$ cat config.mk
export PLATFORM = sky130hd
export DESIGN_NAME = ir_transmitter
export DESIGN_NICKNAME = d
export VERILOG_FILES = /design/src/rtl/ir_transmitter.sv
export SDC_FILE = /design/constraint.sdc
export NUM_CORES = 1
export LEC_CHECK = 0
export ABC_CLOCK_PERIOD_IN_PS = 3100
export BUFFER_PORTS_ARGS = -buffer_cell sky130_fd_sc_hd__buf_2
export CAP_MARGIN = 10
export CELL_PAD_IN_SITES_DETAIL_PLACEMENT = 1
export CELL_PAD_IN_SITES_GLOBAL_PLACEMENT = 2
export CORE_AREA = 2 2 112 114
export CTS_BUF_LIST = sky130_fd_sc_hd__clkbuf_8
export CTS_CLUSTER_SIZE = 20
export DETAILED_ROUTE_END_ITERATION = 8
export DIE_AREA = 0 0 114 116
export GPL_ROUTABILITY_DRIVEN = 0
export PLACE_DENSITY = 0.82
export SLEW_MARGIN = 10
export SYNTH_ARGS = -nofsm -noshare
export SYNTH_HDL_FRONTEND = slang
export SYNTH_SLANG_ARGS = --single-unit
export TNS_END_PERCENT = 5
$ cat constraint.sdc
create_clock -name CLK -period 3.1 [get_ports CLK]
set_input_delay 0.31 -clock CLK [delete_from_list [all_inputs] [get_ports CLK]]
set_output_delay 0.31 -clock CLK [all_outputs]
set_load 0.02 [all_outputs]
$ cat src/rtl/ir_transmitter.sv
// IR remote-control transmitter: sends a fixed-format packet of carrier bursts and gaps
// encoding four direction bits, once per PACKET_PERIOD, with carrier timing chosen per car.
package ir_pkg;
  typedef struct packed {
    logic [10:0] half;
    logic [7:0]  start_sz;
    logic [7:0]  gap_sz;
    logic [7:0]  asrt_sz;
    logic [7:0]  dsrt_sz;
  } car_cfg_t;
endpackage

module car_select
  import ir_pkg::*;
#(
  parameter int CLK_FREQ = 100_000_000
) (
  input  logic [1:0] i_car,
  output car_cfg_t   o_cfg
);
  // Half-period is the rounded CLK count for each car's carrier (36 / 40 / 37.5 kHz).
  // At 100 MHz this gives 1389 / 1250 / 1333.
  localparam logic [10:0] HP_36K  = 11'((CLK_FREQ + 36_000) / 72_000);
  localparam logic [10:0] HP_40K  = 11'((CLK_FREQ + 40_000) / 80_000);
  localparam logic [10:0] HP_375K = 11'((CLK_FREQ + 37_500) / 75_000);

  always_comb begin
    case (i_car)
      2'd0:    o_cfg = '{HP_36K,  8'd191, 8'd25, 8'd47, 8'd22};
      2'd1:    o_cfg = '{HP_40K,  8'd88,  8'd40, 8'd22, 8'd11};
      2'd2:    o_cfg = '{HP_375K, 8'd88,  8'd40, 8'd44, 8'd22};
      default: o_cfg = '{HP_36K,  8'd192, 8'd24, 8'd48, 8'd24};
    endcase
  end
endmodule

module ir_transmitter
  import ir_pkg::*;
#(
  parameter int CLK_FREQ      = 100_000_000,
  parameter int PACKET_PERIOD = 10_000_000
) (
  input  logic       CLK,
  input  logic       RESET,
  input  logic [3:0] COMMAND,
  input  logic [1:0] CAR_SWITCHES,
  output logic       IR_LED,
  output logic [1:0] LEDS
);
  typedef enum logic [3:0] {
    IDLE, START, GAP_S, RIGHT, GAP_R, LEFT, GAP_L, BACK, GAP_B, FWD, GAP_F
  } state_t;

  localparam logic [23:0] TMAX = 24'(PACKET_PERIOD - 1);

  state_t      r_state;
  logic [23:0] r_timer;
  logic [10:0] r_per_cnt;
  logic [10:0] r_half_cnt;
  logic        r_first_half;
  logic        r_led;
  logic [3:0]  r_cmd;
  car_cfg_t    r_cfg;

  car_cfg_t    w_cfg;
  logic [7:0]  w_size;
  logic        w_burst;
  state_t      w_next;

  car_select #(.CLK_FREQ(CLK_FREQ)) u_car_select (.i_car(CAR_SWITCHES), .o_cfg(w_cfg));

  assign LEDS   = CAR_SWITCHES;
  assign IR_LED = r_led;

  function automatic logic is_burst(input state_t s);
    return (s == START) || (s == RIGHT) || (s == LEFT) || (s == BACK) || (s == FWD);
  endfunction

  // Segment length and successor for the current state, from the packet-latched settings.
  always_comb begin
    w_size  = r_cfg.gap_sz;
    w_next  = IDLE;
    w_burst = is_burst(r_state);
    case (r_state)
      START: begin w_size = r_cfg.start_sz;                          w_next = GAP_S; end
      GAP_S: w_next = RIGHT;
      RIGHT: begin w_size = r_cmd[1] ? r_cfg.asrt_sz : r_cfg.dsrt_sz; w_next = GAP_R; end
      GAP_R: w_next = LEFT;
      LEFT:  begin w_size = r_cmd[0] ? r_cfg.asrt_sz : r_cfg.dsrt_sz; w_next = GAP_L; end
      GAP_L: w_next = BACK;
      BACK:  begin w_size = r_cmd[2] ? r_cfg.asrt_sz : r_cfg.dsrt_sz; w_next = GAP_B; end
      GAP_B: w_next = FWD;
      FWD:   begin w_size = r_cmd[3] ? r_cfg.asrt_sz : r_cfg.dsrt_sz; w_next = GAP_F; end
      GAP_F: w_next = IDLE;
      default: w_next = IDLE;
    endcase
  end

  always_ff @(posedge CLK or posedge RESET) begin
    if (RESET) begin
      r_state      <= IDLE;
      r_timer      <= '0;
      r_per_cnt    <= '0;
      r_half_cnt   <= '0;
      r_first_half <= 1'b0;
      r_led        <= 1'b0;
      r_cmd        <= '0;
      r_cfg        <= '0;
    end else begin
      r_timer <= (r_timer == TMAX) ? '0 : r_timer + 24'd1;
      if (r_state == IDLE) begin
        // Timer ticks outside IDLE are simply dropped: no queued restart.
        if (r_timer == '0) begin
          r_state      <= START;
          r_cmd        <= COMMAND;
          r_cfg        <= w_cfg;
          r_per_cnt    <= '0;
          r_half_cnt   <= '0;
          r_first_half <= 1'b1;
          r_led        <= 1'b1;
        end
      end else if (r_half_cnt == r_cfg.half - 11'd1) begin
        r_half_cnt <= '0;
        if (r_first_half) begin
          r_first_half <= 1'b0;
          r_led        <= 1'b0;
        end else if (r_per_cnt == 11'(w_size) - 11'd1) begin
          r_state      <= w_next;
          r_per_cnt    <= '0;
          r_first_half <= 1'b1;
          r_led        <= is_burst(w_next);
        end else begin
          r_per_cnt    <= r_per_cnt + 11'd1;
          r_first_half <= 1'b1;
          r_led        <= w_burst;
        end
      end else begin
        r_half_cnt <= r_half_cnt + 11'd1;
      end
    end
  end
endmodule

Yosys cells after proc, flatten, opt, wreduce, memory -nomap -nowiden
Index checks and enable logic that the tools add are counted.
Widths: inputs -> output; s select.
{ "word_totals": {"input_bits": 8, "reg_bits": 99, "output_inout_bits": 3, "ram_bits": 0, "latchBits": 0, "mem_bits_ro": 0, "word_cells": 83, "n_memories": 0} }
{ "classes": {"reduce_logical": 17, "add_sub_neg": 5, "eq_ne": 21, "multipliers": 0, "n_mux": 28, "n_lt_le_gt_ge": 0, "div": 0, "shifts": 0, "n_bitwise": 0} }
{ "op_table": {"columns": ["op", "n"], "rows": [
  ["$pmux 41 s3", 1],
  ["$mux 11", 7],
  ["$pmux 8 s5", 1],
  ["$pmux 4 s9", 1],
  ["$mux 8", 4],
  ["$add 24x1->24 const B", 1],
  ["$eq 24x24->1 const B", 1],
  ["$eq 4x3->1 const B", 6],
  ["$logic_not 24->1", 1],
  ["$mux 24", 1],
  ["$add 11x1->11 const B", 2],
  ["$eq 11x11->1", 2],
  ["$mux 4", 5],
  ["$eq 4x2->1 const B", 3],
  ["$eq 4x4->1 const B", 3],
  ["$sub 11x1->11 const B", 1],
  ["$sub 8x1->9 const B", 1],
  ["$eq 4x1->1 const B", 2],
  ["$logic_or 1x1->1", 8],
  ["$mux 1", 8],
  ["$logic_not 4->1", 1],
  ["$ne 2x1->1 const B", 2],
  ["$reduce_and 2->1", 2],
  ["$reduce_and 4->1", 1],
  ["other kinds (5)", 6]
]} }

Logic depth before layout (Yosys ltp)
{ "logic_depth": {"word_depth": 11, "mapped_depth": 15, "ltp_nobuf": 13} }

Hierarchy
A second synthesis with hierarchy kept.
{ "unflattened": {"hier_cells": 590, "hier_area_um2": 5908.2} }
{ "modules_own_cells": {"columns": ["module", "cells_each", "instances", "area_each_um2"], "rows": [
  ["ir_transmitter", 540, 1, 5531.6],
  ["car_select", 50, 1, 376.6]
]} }

Worst setup path before layout
No wires, ideal clock.
{ "synth_path": {"path_type": "register to register", "startpoint": "register r_state[1]", "endpoint": "register r_per_cnt[0]", "required_ps": 3008, "path_stages_with_launch": 16, "n_path_buf": 2, "slack_ps": -281, "arrival_time_ps": 3289, "path_cell_list": "dfrtp_1 -> buf_2 -> nand3b_1 -> a21boi_0 -> or2_2 -> a22oi_1 -> a21boi_0 -> ha_1 -> nor4bb_1 -> nor3b_1 -> o211ai_1 -> o211ai_1 -> and4b_1 -> or2_1 -> buf_2 -> o31ai_2"} }
{ "synth_between": {"elab_chain_cells": 8} }
{ "synth_lines": {"columns": ["element", "line_no", "text"], "rows": [
  ["start, declared", "56", "state_t r_state;"],
  ["start signal, assigned", "128", "r_state <= w_next;"],
  ["$eq 4x4->1 (tied with other cells)", "84", "case (r_state)"],
  ["$pmux 8 s5", "84", null],
  ["$sub 8x1->9", "127", "end else if (r_per_cnt == 11'(w_size) - 11'd1) begin"],
  ["$eq 11x11->1", "127", null],
  ["$mux 11", "127", null],
  ["$mux 11", "124", "if (r_first_half) begin"],
  ["$mux 11", "122", "end else if (r_half_cnt == r_cfg.half - 11'd1) begin"],
  ["$mux 11", "111", "if (r_state == IDLE) begin"],
  ["end signal, assigned", "133", "r_per_cnt <= r_per_cnt + 11'd1;"],
  ["end, declared", "58", "logic [10:0] r_per_cnt;"]
]} }
Parallel ways exist; a longest one is shown, timed or not. The select of a mux whose other input is x is not followed.
A chain may end at the register's enable or synchronous reset.

Worst setup path after layout
{ "layout_path": {"startpoint": "register r_state[0]", "endpoint": "register r_state[1]"} }
{ "layout_between": {"elab_chain_cells": 6} }
{ "layout_lines": {"columns": ["element", "line_no"], "rows": [
  ["$eq 4x4->1 (tied with other cells)", "84"],
  ["$pmux 8 s5 / $pmux 4 s9 (equally long branches)", "84"],
  ["$sub 8x1->9 / $mux 4 (equally long branches)", "127"],
  ["$eq 11x11->1 / $mux 4 (equally long branches)", "127, 124"],
  ["$reduce_bool 2->1 (no source line) / $mux 4 (equally long branches)", null],
  ["$reduce_and 4->1 (no source line) / $mux 4 (equally long branches)", null]
]} }
Parallel ways exist; a longest one is shown, timed or not. The select of a mux whose other input is x is not followed.

==> qor_table.md <==
| Stage | Result | This run |
|---|---|---|
| setup path | First element of the critical path | r_state[0] |
| clocking | Number of H-tree levels | 3 |
| synth | Top-count cell post-synth | dfrtp_1 |
| floorplanning | Die Y-Extent | 116 um |
| setup path | Critical path's largest stage delay | 0.40 ns |
| detailed routing | Uppermost metal layer occupied by signal nets | met4 |
| worst hold path | Min-Delay Path Class | in2async |
| timing | Final worst path period need | 3.10 ns |
| synth | Area share of the largest cell type after synthesis | 0.396 |
| detailed routing | Via density per instance | 5.58 |
| synth | Seq cells post-synth | 69 |
| synth | Number of nets produced by synthesis | 512 |
| pwr | Fraction of power spent switching nets | 0.246 |
| synth | Number of distinct library cell variants in the gate-level netlist after synthesis | 70 |
| setup path | Cell occurring most often along the worst timing path | buf_4 |
| floorplanning | Number of placement rows | 40 |
| detailed routing | DRC violation count after routing | 0 |
| synth | EDFF count, synth | 0 |
| detailed routing | Count of nets left with antenna violations after detail routing | 0 |
| clocking | TritonCTS buffer count | 9 |
| pwr | Worst ir drop on vdd | 0.208 mV |
| floorplanning | Area of the placeable core | 11900 um2 |
| timing | Actual transition at the worst max-transition pin | 0.802 ns |
| detailed routing | Met3 wirelength from detailed routing | 283 um |
| setup path | Startpoint class of the critical path | flip-flop |
| setup path | CP Data Arrival Time | 3.33 ns |
| global route | Initial antenna violation count | 0 |
| setup path | R2R setup slack | 0.0009 ns |
| placed design | Pre-CTS setup slack | -0.215 ns |
| clocking | CTS Sinks | 69 |
| timing | Worst rel slew slack | 0.461 |
| synth | Average footprint of a synthesized cell | 8.91 um2 |
| clocking | CTS Hold Buffers Added | 0 |
| pwr | Lkg Pwr | 2.26 nW |
| pwr | Total power density per cell area | 352 nW/um2 |
| timing | Fin. Hold Viols | 9 |
| global route | All-Layer GR Usage | 0.187 |
| global route | First-pass GRT wire length | 19600 um |
| setup path | Critical Path Fanout Max | 12 |
| detailed routing | Post-Route M1 WL | 5450 um |
| detailed routing | Wire length on met2 | 5700 um |
| floorplanning | Die width | 114 um |
| synth | Dominant synthesized flop cell | dfrtp_1 |
| synth | Synthesis Warnings | 0 |
| clocking | Root Driver | clkbuf_8 |
| synth | Proportion of synthesized flip-flops having asynchronous set or reset | 1.00 |
| detailed routing | Number of DRC violations after detailed-routing iteration 0 | 207 |
| setup path | Cells along the critical path | buf_4 -> buf_4 -> nor4b_2 -> buf_4 -> a32o_2 -> buf_4 -> buf_4 -> nor4bb_4 -> nor3b_1 -> o211ai_1 -> o211ai_1 -> and4b_2 -> buf_2 -> a41oi_1 -> nand3b_1 |
| detailed routing | Number of vias after detailed routing | 3805 |
| synth | Most frequent cells after synthesis | 69 x dfrtp_1, 68 x nand2_1, 43 x nor2_1 |
| floorplanning | # IOs | 11 |
| pwr | Final Power | 0.00183 W |
| run | Number of maximum-capacitance violations | 0 |
| detailed routing | Avg WL per Cell | 17.2 um |
| setup path | Cell with the largest stage delay on the worst path | dfrtp_1 |
| clocking | Clock Latency Late Sink | 0.35 ns |
| synth | Post-synthesis cell type with the largest combined area | dfrtp_1 |
| setup path | Cell count of the worst reg-to-reg path | 15 |
| outcome | Failing checks | hold timing |
| synth | Summed instance area of the synthesized netlist | 4360 um2 |
| floorplanning | Overall die area | 13200 um2 |
| pwr | Clock share of power | 0.414 |
| finish | N_diodes | 0 |
| timing | Unrepaired setup endpoints after global routing | true |
| clocking | CTS tree | done |
| setup path | Reg-to-Reg End | r_state[1] |
| clocking | Worst-path clk slew | 0.07 ns |
| clocking | Clock Tree Buf Depth | 2 |
| placed design | Total half-perimeter wirelength after legalization and detailed placement | 8530 um |
| detailed routing | Number of optimization iterations in the first detailed-route pass | 4 |
| global route | Via count of the first global-routing pass | 4006 |
| synth | Top area cells in the synthesized netlist | dfrtp_1 40%, nand2_1 5.9%, xnor2_1 4.8%, xor2_1 4.4%, ha_1 4.3% |
| timing | Maximum frequency from static timing analysis | 0.323 GHz |
| synth | Sequential cell area fraction in the yosys report | 0.396 |
| finish | Layout net count | 554 |
| setup path | Required time reported for the critical path endpoint | 3.33 ns |
| timing | Hold_ws | -0.00627 ns |
| pwr | Net switching power of the design | 0.000449 W |
| timing | Portion of the clock cycle consumed by the worst path in the final layout | 1.00 |
| finish | Syn-to-layout area delta | 19.1% |
| setup path | Type of destination of the critical path | flip-flop |
| timing | Final number of max-transition violations | 0 |
| detailed routing | Final wirelength | 11700 um |
| floorplanning | Initial cell density of the core | 0.366 |
| global route | Remaining global-route overflow | 0 |
| outcome | Run status | finished with violations |
| finish | Register Area | 1730 um2 |
| global route | Largest net degree at the start of global routing | 27 |
| finish | Multi-input logic area | 2670 um2 |
| finish | Filler cell count | 1378 |
| pwr | Fraction of power consumed by sequential logic | 0.510 |
| timing | Worst clock skew | 0.00669 ns |
| placed design | IO buf count | 10 |
| setup path | Crit Path Class | reg2reg |
| pwr | Combinational share of power | 0.076 |
| finish | Share of cells above drive strength 1 | 0.224 |
| pwr | Cell internal power dissipation | 0.00138 W |
| setup path | Worst reg2reg startpoint | r_state[0] |
| timing | Smallest setup slack after layout | 0.000905 ns |
| timing | Setup violation total in the final timing report | 0 |
| synth | Instance count of the mapped netlist | 489 |
-- routing by layer --
layer | GRT usage | vias to the layer above
met5 | 0 | -
met4 | 0.0772 | 0
met3 | 0.0387 | 24
met2 | 0.310 | 44
met1 | 0.238 | 1925
li1 | - | 1812
-- layout make-up --
type                            count  area share
Multi-Input combinational cell    386       0.514
Inverter                           15      0.0108
Clock buffer                       11      0.0292
Sequential cell                    69       0.333
Timing Repair Buffer               50      0.0685
Clock inverter                      4     0.00916
Tap cell                          147      0.0354
-- critical path, delay by kind of cell (launching register included) --
kind	cells	cell delay, ns
buf+inv	6	0.90
compound gates	4	0.74
flops	1	0.40
simple gates	5	0.94
-- flip-flops by register name, summed over array words and instances, names as in the netlist --
name,count
r_timer,24
IR_LED,1
r_first_half,1
r_cfg,13
r_cmd,4
r_per_cnt,11
r_half_cnt,11
r_state,4
-- cells in the final DEF, fill, tap and decap left out, drive strengths merged, types with 8 or more instances in the layout --
master	instances
dfrtp	69
nand2	68
buf	50
nor2	45
o21ai	42
nand3	26
xnor2	24
xor2	22
ha	15
inv	14
and3	13
clkbuf	11
a21oi	11
nor3	10
nand4	8
nor4	8
o31ai	8
-- per-stage QoR --
step                area [um2]  setup TNS (ns)  hold slack [ns]  std cells  utilization
floorplan                 4410               0            0.415        489            -
global placement          4750               0            0.378        657        0.399
detailed placement        4750           -2.54            0.389        657        0.399
CTS                       5080               0          0.00495        679        0.426
global route              5190           -1.40           0.0322        682        0.436
finish                    5190               0         -0.00627        682        0.436
-- cells by family after synthesis --
| family | Yosys count | synth area share |
|---|---|---|
| fa+ha+maj | 15 | 0.0431 |
| xor+xnor | 47 | 0.0976 |
| buf+inv | 34 | 0.0365 |
| flops | 69 | 0.396 |
| mux | 2 | 0.00459 |
| simple gates | 222 | 0.268 |
| compound gates | 100 | 0.155 |
-- how the worst max path moves through the flow --
| stage | to | cells after the start | slack [ns] |
|---|---|---|---|
| after floorplan | r_state[1] | 15 | 0.02 |
| after global placement | r_per_cnt[3] | 13 | 0.01 |
| after detailed placement | r_per_cnt[3] | 12 | -0.21 |
| after CTS | r_state[1] | 13 | 0.002 |
| after global routing | IR_LED | 13 | -0.18 |
| final | r_state[1] | 15 | 0.0009 |
-- timing repair --
action | CTS | global route
resized for setup | 22 | 20
buffers inserted | 6 | 3
hold endpoints to repair | 0 | 0
pin swaps | 8 | 8
endpoints found under the setup margin | 16 | 16
gates cloned | 1 | 0
-- power by group through the flow --
stage | sequential, W | clock, W | combinational (W)
after global placement | 0.000947 | 0 | 0.000123
after CTS | 0.000931 | 0.000778 | 0.000134
final | 0.000932 | 0.000757 | 0.000139
after global routing | 0.000933 | 0.000814 | 0.000156
after detailed placement | 0.000947 | 0 | 0.000129
after floorplan | 0.000938 | 0 | 0.0000889
Power figures use the tool's default switching activity.
